File: src/rtl/spi_pkg.sv
// rtl/spi_pkg.sv - shared types and constants for the SPI transmitter
package spi_pkg;

  // Maximum word width carried by one request.
  localparam int CMD_W = 16;

  // SCLK toggle counts per word: two toggles per bit.
  localparam int TOG_8  = 16;
  localparam int TOG_16 = 32;

  // Transfer sequencing states.
  typedef enum logic [1:0] {
    IDLE  = 2'd0,
    FRONT = 2'd1,
    SHIFT = 2'd2,
    BACK  = 2'd3
  } spiState_t;

endpackage

File: src/rtl/spi_tx_if.sv
// rtl/spi_tx_if.sv - request and SPI pin bundle for the SPI transmitter
interface spi_tx_if;
  import spi_pkg::*;

  // Request side
  logic             wrt;
  logic [CMD_W-1:0] cmd;
  logic             len8;
  logic             pos_edge;

  // SPI pins and status
  logic             SS_n;
  logic             SCLK;
  logic             MOSI;
  logic             busy;
  logic             done;

  // Requester / observer side
  modport master (
    output wrt, cmd, len8, pos_edge,
    input  SS_n, SCLK, MOSI, busy, done
  );

  // Transmitter side
  modport slave (
    input  wrt, cmd, len8, pos_edge,
    output SS_n, SCLK, MOSI, busy, done
  );

endinterface

File: src/rtl/spi_tx_tick.sv
// rtl/spi_tx_tick.sv - SCLK half-period tick generator
module spi_tx_tick #(
  parameter int SCLK_HALF = 10
) (
  input  logic clk,
  input  logic rst,
  input  logic en,
  output logic tick
);

  localparam int CW = (SCLK_HALF > 1) ? $clog2(SCLK_HALF) : 1;
  localparam logic [CW-1:0] TERM = CW'(SCLK_HALF - 1);

  logic [CW-1:0] cnt;

  // A tick marks the last cycle of each half-period while enabled.
  assign tick = en && (cnt == TERM);

  // Count half-period cycles; hold at zero while disabled so every enable starts a full half-period.
  always_ff @(posedge clk) begin
    if (rst || !en) begin
      cnt <= '0;
    end else if (tick) begin
      cnt <= '0;
    end else begin
      cnt <= cnt + CW'(1);
    end
  end

endmodule

File: src/rtl/spi_tx.sv
// rtl/spi_tx.sv - SPI master transmitter, one 8- or 16-bit word per request
module spi_tx
  import spi_pkg::*;
#(
  parameter int SCLK_HALF = 10
) (
  input  logic     clk,
  input  logic     rst,
  spi_tx_if.slave  spi
);

  localparam logic [1:0] ST_IDLE  = IDLE;
  localparam logic [1:0] ST_FRONT = FRONT;
  localparam logic [1:0] ST_SHIFT = SHIFT;
  localparam logic [1:0] ST_BACK  = BACK;

  logic [1:0]       state;
  logic [CMD_W-1:0] shiftReg;
  logic [4:0]       togCnt;
  logic [4:0]       lastTog;
  logic             len8Q;
  logic             posQ;
  logic             ssN;
  logic             sclkQ;
  logic             busyQ;
  logic             doneQ;

  logic             tick;
  logic             tickEn;
  logic             accept;
  logic             firstFall;
  logic             lastToggle;
  logic             shiftToggle;
  logic             shiftNow;
  logic             finish;

  // The half-period timer runs for the whole time slave select is low.
  assign tickEn = (state != ST_IDLE);

  spi_tx_tick #(
    .SCLK_HALF (SCLK_HALF)
  ) u_tick (
    .clk  (clk),
    .rst  (rst),
    .en   (tickEn),
    .tick (tick)
  );

  // The first fall is issued as FRONT ends; SHIFT issues the remaining toggles,
  // togCnt counting them so 5 bits cover the 32-toggle word.
  assign lastTog     = len8Q ? 5'(TOG_8 - 1) : 5'(TOG_16 - 1);
  assign accept      = (state == ST_IDLE) && spi.wrt;
  assign firstFall   = (state == ST_FRONT) && tick;
  assign lastToggle  = (togCnt == lastTog);
  assign shiftToggle = (state == ST_SHIFT) && tick && !lastToggle;
  assign finish      = (state == ST_BACK) && tick;

  // Shift on the edge opposite the receiver's sample edge: falls when it samples
  // on rises (the FRONT fall never shifts), rises when it samples on falls.
  assign shiftNow    = shiftToggle && (sclkQ ? posQ : !posQ);

  // Transfer sequencing: IDLE -> FRONT -> SHIFT -> BACK -> IDLE.
  always_ff @(posedge clk) begin
    if (rst) begin
      state <= ST_IDLE;
    end else begin
      case (state)
        ST_IDLE:  if (spi.wrt)                state <= ST_FRONT;
        ST_FRONT: if (tick)                   state <= ST_SHIFT;
        ST_SHIFT: if (tick && lastToggle)     state <= ST_BACK;
        ST_BACK:  if (tick)                   state <= ST_IDLE;
        default:                              state <= ST_IDLE;
      endcase
    end
  end

  // Count SCLK toggles issued inside SHIFT.
  always_ff @(posedge clk) begin
    if (rst || accept) begin
      togCnt <= '0;
    end else if (shiftToggle) begin
      togCnt <= togCnt + 5'd1;
    end
  end

  // Capture the word format at acceptance so later input changes are ignored.
  always_ff @(posedge clk) begin
    if (rst) begin
      len8Q <= 1'b0;
      posQ  <= 1'b0;
    end else if (accept) begin
      len8Q <= spi.len8;
      posQ  <= spi.pos_edge;
    end
  end

  // Load the word MSB-aligned and move it left one bit per shift edge.
  always_ff @(posedge clk) begin
    if (rst) begin
      shiftReg <= '0;
    end else if (accept) begin
      shiftReg <= spi.len8 ? {spi.cmd[7:0], 8'h00} : spi.cmd;
    end else if (shiftNow) begin
      shiftReg <= {shiftReg[CMD_W-2:0], 1'b0};
    end
  end

  // Registered pins: select, clock, busy and the end-of-word pulse.
  always_ff @(posedge clk) begin
    if (rst) begin
      ssN   <= 1'b1;
      sclkQ <= 1'b1;
      busyQ <= 1'b0;
      doneQ <= 1'b0;
    end else begin
      doneQ <= finish;
      if (accept) begin
        ssN   <= 1'b0;
        busyQ <= 1'b1;
      end
      if (firstFall || shiftToggle) begin
        sclkQ <= ~sclkQ;
      end
      if (finish) begin
        ssN   <= 1'b1;
        busyQ <= 1'b0;
      end
    end
  end

  assign spi.SS_n = ssN;
  assign spi.SCLK = sclkQ;
  assign spi.MOSI = shiftReg[CMD_W-1];
  assign spi.busy = busyQ;
  assign spi.done = doneQ;

endmodule

File: src/flat_wrapper.sv
// flat-port wrapper written by rule: the top's interface ports become plain ports
module spi_tx_flat import spi_pkg::*;
#(
  parameter int SCLK_HALF = 10
)
  (clk, rst, spi_wrt, spi_cmd, spi_len8, spi_pos_edge, spi_SS_n, spi_SCLK, spi_MOSI, spi_busy, spi_done);
  spi_tx_if spi_i ();
  input  logic clk;
  input  logic rst;
  input wire logic [$bits(spi_i.wrt)-1:0] spi_wrt;
  input wire logic [$bits(spi_i.cmd)-1:0] spi_cmd;
  input wire logic [$bits(spi_i.len8)-1:0] spi_len8;
  input wire logic [$bits(spi_i.pos_edge)-1:0] spi_pos_edge;
  output wire logic [$bits(spi_i.SS_n)-1:0] spi_SS_n;
  output wire logic [$bits(spi_i.SCLK)-1:0] spi_SCLK;
  output wire logic [$bits(spi_i.MOSI)-1:0] spi_MOSI;
  output wire logic [$bits(spi_i.busy)-1:0] spi_busy;
  output wire logic [$bits(spi_i.done)-1:0] spi_done;
  assign spi_i.wrt = spi_wrt;
  assign spi_i.cmd = spi_cmd;
  assign spi_i.len8 = spi_len8;
  assign spi_i.pos_edge = spi_pos_edge;
  assign spi_SS_n = spi_i.SS_n;
  assign spi_SCLK = spi_i.SCLK;
  assign spi_MOSI = spi_i.MOSI;
  assign spi_busy = spi_i.busy;
  assign spi_done = spi_i.done;
  spi_tx #(.SCLK_HALF(SCLK_HALF)) u_core (.clk(clk), .rst(rst), .spi(spi_i));
endmodule
File: config.mk
export PLATFORM = sky130hd
export DESIGN_NAME = spi_tx_flat
export DESIGN_NICKNAME = d
export VERILOG_FILES = /design/src/rtl/spi_pkg.sv /design/src/rtl/spi_tx_if.sv /design/src/rtl/spi_tx_tick.sv /design/src/rtl/spi_tx.sv /design/src/flat_wrapper.sv
export SDC_FILE = /design/constraint.sdc
export NUM_CORES = 1
export LEC_CHECK = 0
export BUFFER_PORTS_ARGS = -buffer_cell sky130_fd_sc_hd__buf_2
export CAP_MARGIN = 20
export CORE_MARGIN = 1.5
export CORE_UTILIZATION = 55
export DETAILED_ROUTE_END_ITERATION = 7
export GPL_TIMING_DRIVEN = 0
export PLACE_DENSITY = 0.83
export SLEW_MARGIN = 15
export SYNTH_ARGS = -nofsm -noshare
export SYNTH_HDL_FRONTEND = slang
export SYNTH_SLANG_ARGS = --single-unit
File: constraint.sdc
create_clock -name clk -period 2.7 [get_ports clk]
set_input_delay 0.135 -clock clk [delete_from_list [all_inputs] [get_ports clk]]
set_output_delay 0.135 -clock clk [all_outputs]
set_load 0.02 [all_outputs]
==> results.toml, run 1 <==
[global_route]
grt_pass1_wl_um = 6330
grt_usage_pct = 24.3
antenna_found_initial = 0
grt_pass1_vias = 1410
grt_max_degree = 12
grt-ovfl-total = 0

[final_layout]
multi_input_area_um2 = 963
mostFrequentLayoutCells = "nor2_1 (38), dfxtp_1 (33), buf_2 (27)"
drive_above_1_share_pct = 26.2
final_common_cell = "nor2_1"
final_cells = 254
regArea_um2 = 661
fin_nets = 249
fill_cells = 262
area_growth_pct = 15.7
diodes = 0

[yosys]
synth_top_family_by_area = "compound AO/OA/AOI/OAI gates"
synth.avg_cell_area_um2 = 9.13
syn_inst = 188
synth_fa_ha_area_share_pct = 5.83
synth-seq-cells = 33
ys_types = 38
synth_top_area_cell = "dfxtp_1"
synthXorXnorAreaFrac_pct = 3.50
ys_seq_area_share_pct = 38.5
mappedNetlistArea_mm2 = 0.00172
synthMuxAreaShare_pct = 2.41
yosysWarningCount = 0
synth_top_area_share_pct = 38.5
synth_area_leaders = "dfxtp_1 (38%), a2111oi_2 (11%), nor2_1 (8.3%), ha_1 (5.8%), a21oi_1 (4.1%)"
synth_compound_area_share_pct = 24.8
synth-simple-area-share_pct = 19.6
syn_nets = 217

[setup_path]
r2r_start = "u_core.state[0]"
cpMostUsedCell = "buf_6"
path_buf_inv = 3
r2r_cells = 7
startpoint = "u_core.state[0]"
cp_top_family = "compound AO/OA/AOI/OAI gates"
cp_max_fo = 10
crit_path_max_incr_delay_ns = 0.40
required_ns = 2.94
rrSetupSlack_ns = 0.74
cp-end-kind = "flop"
cp_cell_sequence = "inv_1, ha_1, and4bb_2, o2111ai_2, buf_6, buf_6, a2111oi_2"
critical_path_class = "reg -> reg"
start_kind = "flop"
cp_data_arrival_time_ns = 2.20
r2r-end = "u_core.shiftReg[9]"
crit_slowest_cell = "dfxtp_1"

[clock_tree]
ctsHoldBuffers = 0
cts_max_path_buffers = 2
insertion_delay_ns = 0.34
post-cts-setup-buffers = 0
clockRootBuffer = "clkbuf_4"
cts_tree = "yes"
htree_levels = 2
numCtsBuffers = 5
cts_resized = 0
cts.sinks = 33
clk_pin_slew_ns = 0.11

[pwr]
power_density_mw_per_mm2 = 824
power_leakage_nw = 0.818
ir_drop_mv = 0.501
design_power_total_mw = 1.64

[placed_design]
portBuffers = 25
dp_hpwl_um = 2610
dp_cells = 246
pre_cts_ws_ns = 0.743
routabilityCongestion = 0.843

[drt]
drtIter0Drc = 45
drc_errors = 0
post_drt_wl_per_cell_um = 14.1
via_per_inst = 5.75
vias = 1461
ant_nets = 0
dr.pass1.iters = 4
routed_wl_um = 3590

[sta]
rsz0062_at_grt = "no"
setup_ws_ns = 0.740
period_minus_slack_ns = 1.96
finalCritPeriodShare_pct = 72.6
setup_tns_ns = 0
max_freq_mhz = 510
setup-violations-final = 0
hold_viol = 0
report.final.slew_viol_count = 0
slew_headroom_pct = 51.4
fin_skew_ns = 0.00847
tightest_slew_ns = 0.728

[run]
cap_violations = 0

[worst_hold_path]
hp-class = "in -> reg"
min_from = "spi_pos_edge"
hold_depth = 3
min_to = "u_core.posQ"

[floorplanning]
num_io_pins = 26
start_util_pct = 57.2
die_h_um = 58.9
die_w_um = 58.9
row_count = 20
die-area_mm2 = 0.00347
core_mm2 = 0.00300

[status]
status = "finished clean"
-- through the flow --
step | utilization [%] | hold WS, ns | cell area (um2)
5_1_grt | 66.1 | 0.0264 | 1990
6_report | 66.1 | 0.0282 | 1990
3_5_place_dp | 62.7 | 0.386 | 1880
2_1_floorplan | - | 0.271 | 1720
4_1_cts | 66.1 | 0.0185 | 1990
3_3_place_gp | 62.7 | 0.383 | 1880
-- cell families after synthesis --
kind of cell	count (synthesis)
DFF	33
and+or+nand+nor	72
buffers and inverters	17
AOI/OAI and AO/OA	48
muxes	4
adders and majority gates	8
xor gates and xnor gates	6
-- worst reg2reg max path, stage by stage (launching register included) --
cell and delay, ns:
dfxtp_1 0.40, inv_1 0.09, ha_1 0.25, and4bb_2 0.34, o2111ai_2 0.15, buf_6 0.19
buf_6 0.15, a2111oi_2 0.29
-- report_power, final --
part / internal, mW / switching, mW / leakage, nW
clock: 0.287 / 0.173 / 0.0552
sequential: 0.583 / 0.0592 / 0.271
combinational: 0.226 / 0.309 / 0.493
-- routing by layer --
metal | wire [um] | up-vias | track usage, % | share of wire [%]
li1 | - | 741 | - | -
met1 | 1600 | 678 | 29.7 | 45
met2 | 1780 | 34 | 40.5 | 49
met3 | 159 | 8 | 5.49 | 4.4
met4 | 54 | 0 | 11.0 | 1.5
met5 | 0 | - | 0 | 0
-- state kept, by name, indices dropped and copies added (netlist names) --
signal	cells
u_core.spi.SCLK	1
u_core.spi.done	1
u_core.spi.SS_n	1
u_core.shiftReg	16
u_core.spi.busy	1
u_core.togCnt	5
u_core.posQ	1
u_core.u_tick.cnt	4
u_core.state	2
u_core.len8Q	1
-- worst max-delay path by stage --
stage,endpoint,depth (start not counted)
after detailed placement,u_core.shiftReg[8],7
after global placement,u_core.shiftReg[9],7
after global routing,u_core.shiftReg[8],7
after CTS,u_core.shiftReg[8],7
after floorplan,u_core.shiftReg[10],7
final,u_core.shiftReg[9],7
-- area by class of cell --
class                      instances  share of cell area (%)
buffer                            12                    3.72
clock buffer                       5                    1.89
clock inverter                     3                    3.28
inverter                           5                   0.945
multi-input combinational        138                    48.5
sequential                        33                    33.3
tap                               33                    2.08
timing repair buffer              25                    6.30
-- cell usage after synthesis --
library cell,n
a2111oi_2,13
a211oi_1,6
a21boi_0,1
a21o_1,1
a21oi_1,14
a31oi_1,3
and2_1,2
and3_1,2
and4_1,1
and4bb_2,1
buf_2,2
buf_4,1
buf_6,3
clkbuf_1,6
clkinv_1,1
dfxtp_1,33
ha_1,8
inv_1,4
mux2_2,1
mux2i_1,3
nand2_1,9
nand3_1,5
nand3_2,1
nor2_1,38
nor2b_1,6
nor3_1,3
nor3b_1,1
nor4_1,1
o2111ai_1,1
o2111ai_2,1
o211a_1,2
o211ai_1,1
o21ai_0,4
o21ba_2,1
or3_1,2
xnor2_1,3
xnor2_2,1
xor2_1,2
Note: power is estimated with default switching activity, not from simulation.
==> inputs of run 2 (changes only) <==
CORE_UTILIZATION = 50   (was 55)
PLACE_DENSITY = 0.8   (was 0.83)
clock period = 1.8 ns   (was 2.7 ns; I/O delays follow)
==> run 2 against run 1 <==
Sequential share of layout area is 2.5 points lower. The run now ends with negative setup slack left. Largest cell class unchanged. Sequential cell count unchanged. Critical path type unchanged. Highest routed layer unchanged. Die area is 9.5% higher. Largest power group is now combinational cells. Critical endpoint is now u_core.shiftReg[6].
==> results.toml, run 2 (synthesized netlist as in run 1, its figures left out) <==
[drt]
post_drt_wl_per_cell_um = 14.8
routed_wl_um = 4070
ant_nets = 0
vias = 1549
drtIter0Drc = 101
drc_errors = 0
dr.pass1.iters = 5
via_per_inst = 5.63

[pwr]
switching_share_pct = 37.0
p_clk_share_pct = 16.9
ir_drop_mv = 0.554
pwr-share-comb_pct = 41.8
p_int_mw = 1.49
power_density_mw_per_mm2 = 1090
design_power_total_mw = 2.37
p_switching_mw = 0.877
seq_power_share_pct = 41.3
power_leakage_nw = 0.856

[final_layout]
diodes = 0
max_flop_register = "u_core.shiftReg"
mostFrequentLayoutCells = "nor2_1 (34), dfxtp_1 (29), buf_2 (27)"
final_common_cell = "nor2_1"
fin_nets = 257
area_growth_pct = 26.1
largest_reg_flops = 16
drive_above_1_share_pct = 33.2
reg_top3 = "u_core.shiftReg x16, u_core.togCnt x5, u_core.u_tick.cnt x4"

[setup_path]
critical_path_class = "reg -> reg"
cp-end-kind = "flop"
cp_data_arrival_time_ns = 2.05
cp_max_fo = 5
required_ns = 2.04
start_kind = "flop"

[sta]
setup_tns_ns = -0.00310
slew_headroom_pct = 38.9
rsz0062_at_grt = "yes"
tightest_slew_ns = 0.916
setup_ws_ns = -0.00310
fin_skew_ns = 0.0133
period_minus_slack_ns = 1.80
setup-violations-final = 1
finalCritPeriodShare_pct = 100
hold_viol = 0
report.final.slew_viol_count = 0
max_freq_mhz = 555
whs_ns = 0.0759

[clock_tree]
clockRootBuffer = "clkbuf_4"
insertion_delay_ns = 0.35
htree_levels = 2
cts_tree = "yes"
cts.sinks = 33
numCtsBuffers = 5
cts_max_path_buffers = 2
clk_pin_slew_ns = 0.09

[floorplanning]
die_h_um = 61.6
num_io_pins = 26
die_w_um = 61.6
core_mm2 = 0.00331
die-area_mm2 = 0.00379
start_util_pct = 51.9
row_count = 21

[status]
violations = "negative setup slack"
status = "finished, violations left"

[placed_design]
routabilityCongestion = 0.809
pre_cts_ws_ns = -0.206
dp_hpwl_um = 2730
portBuffers = 25

[global_route]
grt-ovfl-total = 0
antenna_found_initial = 0
grt_usage_pct = 21.9
grt_pass1_vias = 1278
grt_max_degree = 18
grt_pass1_wl_um = 5950

[run]
cap_violations = 0

[worst_hold_path]
hp-class = "in -> reg"
-- run 2: cell count changes in the layout (fill, tap and decap cells not counted), moves of 2 or more --
cell / change
inv_4: +2
buf_4: +7
nor2_1: -4
bufinv_16: -2
ha_1: -2
inv_1: -2
dfxtp_1: -4
dfxtp_2: +4
nor2_2: +4
a2111oi_4: +5
a2111oi_2: -5
-- run 2: routing by layer --
layer	track usage, %	part of all wire, %
met5	0	0
met1	30.3	45
met2	30.5	47
met4	10.9	2.0
met3	6.72	5.4
-- run 2: final cells by class --
cell class,count,area (um2)
timing repair buffer,35,220
multi-input combinational,138,1070
buffer,10,78.8
clock buffer,8,48.8
fill,307,1150
tap,46,57.6
sequential,33,666
inverter,5,23.8
-- run 2: final timing paths --
path	startpoint	end	slack [ns]	cells past startpoint
hold reg to reg	u_core.shiftReg[14]	u_core.shiftReg[14]	0.47	2
setup / recovery	u_core.state[0]	u_core.shiftReg[6]	-0.003	7
hold / removal	rst	u_core.spi.SS_n	0.08	3
setup reg to reg	u_core.state[0]	u_core.shiftReg[6]	-0.003	7
-- run 2: per-stage QoR --
stage                     cells  util, %  instance area, um2
after floorplan             188        -                1720
after global placement      259     57.4                1900
after detailed placement    259     57.4                1900
after CTS                   268     60.7                2010
after global routing        275     65.4                2160
final                       275     65.4                2160
-- run 2: what timing repair did --
action / CTS / global route
endpoints found under the hold margin: 1 / 0
setup endpoints to repair: 20 / 17
hold buffers: 1 / 0
gates resized for setup: 9 / 16
pin swaps: 2 / 7
buffers inserted: 2 / 6
gates cloned: 0 / 1
-- run 2: critical path: stages (launching register included) --
cell       delay, ns
dfxtp_2         0.37
inv_4           0.05
ha_4            0.16
and4bb_2        0.34
o2111ai_4       0.15
buf_6           0.18
buf_12          0.13
a2111oi_4       0.33
-- run 2: power by group through the flow --
stage / clock (mW) / combinational, mW / sequential (mW)
3_3_place_gp: 0 / 0.777 / 0.974
3_5_place_dp: 0 / 0.806 / 0.979
5_1_grt: 0.434 / 1.10 / 0.993
4_1_cts: 0.397 / 0.874 / 0.965
2_1_floorplan: 0 / 0.611 / 0.982
6_report: 0.401 / 0.990 / 0.977
==> inputs of run 3 (changes only) <==
RECOVER_POWER = 100   (was unset)
==> run 3 against run 2 <==
The flow now finishes without violations. Cell area down 0.29%. Maximum frequency up 0.18%. Cell count is the same. Core utilization decreased by 0.19 points. First-iteration DRC count did not move. Critical path depth did not move. Largest cell class unchanged.
==> results.toml, run 3 (synthesized netlist as in run 1, its figures left out) <==
[pwr]
ir_drop_mv = 0.553
power_density_mw_per_mm2 = 1090
power_leakage_nw = 0.841
design_power_total_mw = 2.36

[worst_hold_path]
hold_depth = 3
hp-class = "in -> reg"
min_to = "u_core.spi.SS_n"
min_from = "rst"

[drt]
ant_nets = 0
via_per_inst = 5.63
vias = 1548
dr.pass1.iters = 4
drc_errors = 0
routed_wl_um = 4040
post_drt_wl_per_cell_um = 14.7
drtIter0Drc = 101

[floorplanning]
die_w_um = 61.6
row_count = 21
die_h_um = 61.6
num_io_pins = 26
die-area_mm2 = 0.00379
core_mm2 = 0.00331
start_util_pct = 51.9

[setup_path]
r2r_cells = 7
required_ns = 2.04
rrSetupSlack_ns = 0.0002
start_kind = "flop"
r2r-end = "u_core.shiftReg[6]"
cp_max_fo = 5
r2r_start = "u_core.state[0]"
cp_data_arrival_time_ns = 2.04
cp-end-kind = "flop"
critical_path_class = "reg -> reg"
startpoint = "u_core.state[0]"

[final_layout]
fin_nets = 257
fill_cells = 309
final_cells = 275
max_flop_register = "u_core.shiftReg"
largest_reg_flops = 16
multi_input_area_mm2 = 0.00107
regArea_um2 = 666
reg_top3 = "u_core.shiftReg x16, u_core.togCnt x5, u_core.u_tick.cnt x4"
final_common_cell = "nor2_1"
diodes = 0
mostFrequentLayoutCells = "nor2_1 (34), dfxtp_1 (29), buf_2 (22)"
finish.instance_area_mm2 = 0.00216
area_growth_pct = 25.7
drive_above_1_share_pct = 31.0

[sta]
finalCritPeriodShare_pct = 100
fin_skew_ns = 0.0123
setup-violations-final = 0
slew_headroom_pct = 38.8
rsz0062_at_grt = "yes"
max_freq_mhz = 556
hold_viol = 0
report.final.slew_viol_count = 0
period_minus_slack_ns = 1.80
tightest_slew_ns = 0.917

[global_route]
grt_usage_pct = 21.9
grt-ovfl-total = 0
antenna_found_initial = 0
grt_pass1_wl_um = 5950
grt_max_degree = 18
grt_pass1_vias = 1278

[clock_tree]
htree_levels = 2
cts_tree = "yes"
insertion_delay_ns = 0.34
cts.sinks = 33
numCtsBuffers = 5
clk_pin_slew_ns = 0.09
clockRootBuffer = "clkbuf_4"
cts_max_path_buffers = 2

[placed_design]
dp_hpwl_um = 2730
dp_cells = 259
portBuffers = 25
routabilityCongestion = 0.809
placed_area_mm2 = 0.00190

[status]
status = "finished clean"

[run]
cap_violations = 0
-- run 3: cell count changes in the layout (fill, tap and decap cells not counted) --
cell and change:
clkbuf_1 +5, buf_2 -5
-- run 3: cell type report --
type / instances / share of cell area [%]
sequential: 33 / 30.8
tap: 46 / 2.67
timing repair buffer: 35 / 9.91
clock buffer: 8 / 2.26
inverter: 5 / 1.10
buffer: 10 / 3.65
multi-input combinational: 138 / 49.6
-- run 3: per-stage QoR --
step | util, % | setup WS (ns) | setup TNS [ns] | hold slack, ns
after floorplan | - | 0.0227 | 0 | 0.226
after detailed placement | 57.4 | -0.206 | -1.64 | 0.337
after global routing | 65.2 | -0.0808 | -0.609 | 0.0677
after global placement | 57.4 | -0.128 | -1.19 | 0.337
after CTS | 60.7 | 0.00102 | 0 | 0.0697
final | 65.2 | 0.000205 | 0 | 0.0782
-- run 3: layer usage --
metal  global-route usage (%)  wire, um
met1                     30.3      1780
met2                     30.5      1940
met3                     6.72       235
met4                     10.9        83
met5                        0         0
-- run 3: repair_timing --
| item | in CTS | in global routing |
|---|---|---|
| endpoints found under the hold margin | 1 | 0 |
| hold buffers | 1 | 0 |
| setup endpoints to repair | 20 | 17 |
| gates resized for setup | 9 | 16 |
| buffers inserted | 2 | 6 |
| cloned | 0 | 1 |
| pin swaps | 2 | 7 |
-- run 3: how the worst max path moves through the flow --
stage                          end  slack (ns)  cells after the start
6_report        u_core.shiftReg[6]      0.0002                      7
5_1_grt         u_core.shiftReg[4]       -0.08                      8
4_1_cts         u_core.shiftReg[3]       0.001                      7
3_5_place_dp    u_core.shiftReg[9]       -0.21                      7
3_3_place_gp    u_core.shiftReg[6]       -0.13                      7
2_1_floorplan  u_core.shiftReg[10]        0.02                      7
-- run 3: where the power goes --
group	switching, mW	internal, mW	leakage (nW)	total [mW]
clock	0.243	0.155	0.0265	0.399
sequential	0.0971	0.880	0.272	0.977
combinational	0.534	0.450	0.542	0.985
-- run 3: worst max-delay path, cell delays in order (launching register included) --
cell and delay, ns:
dfxtp_2 0.37, inv_4 0.05, ha_4 0.16, and4bb_2 0.34, o2111ai_4 0.15, buf_6 0.18
buf_12 0.13, a2111oi_4 0.33
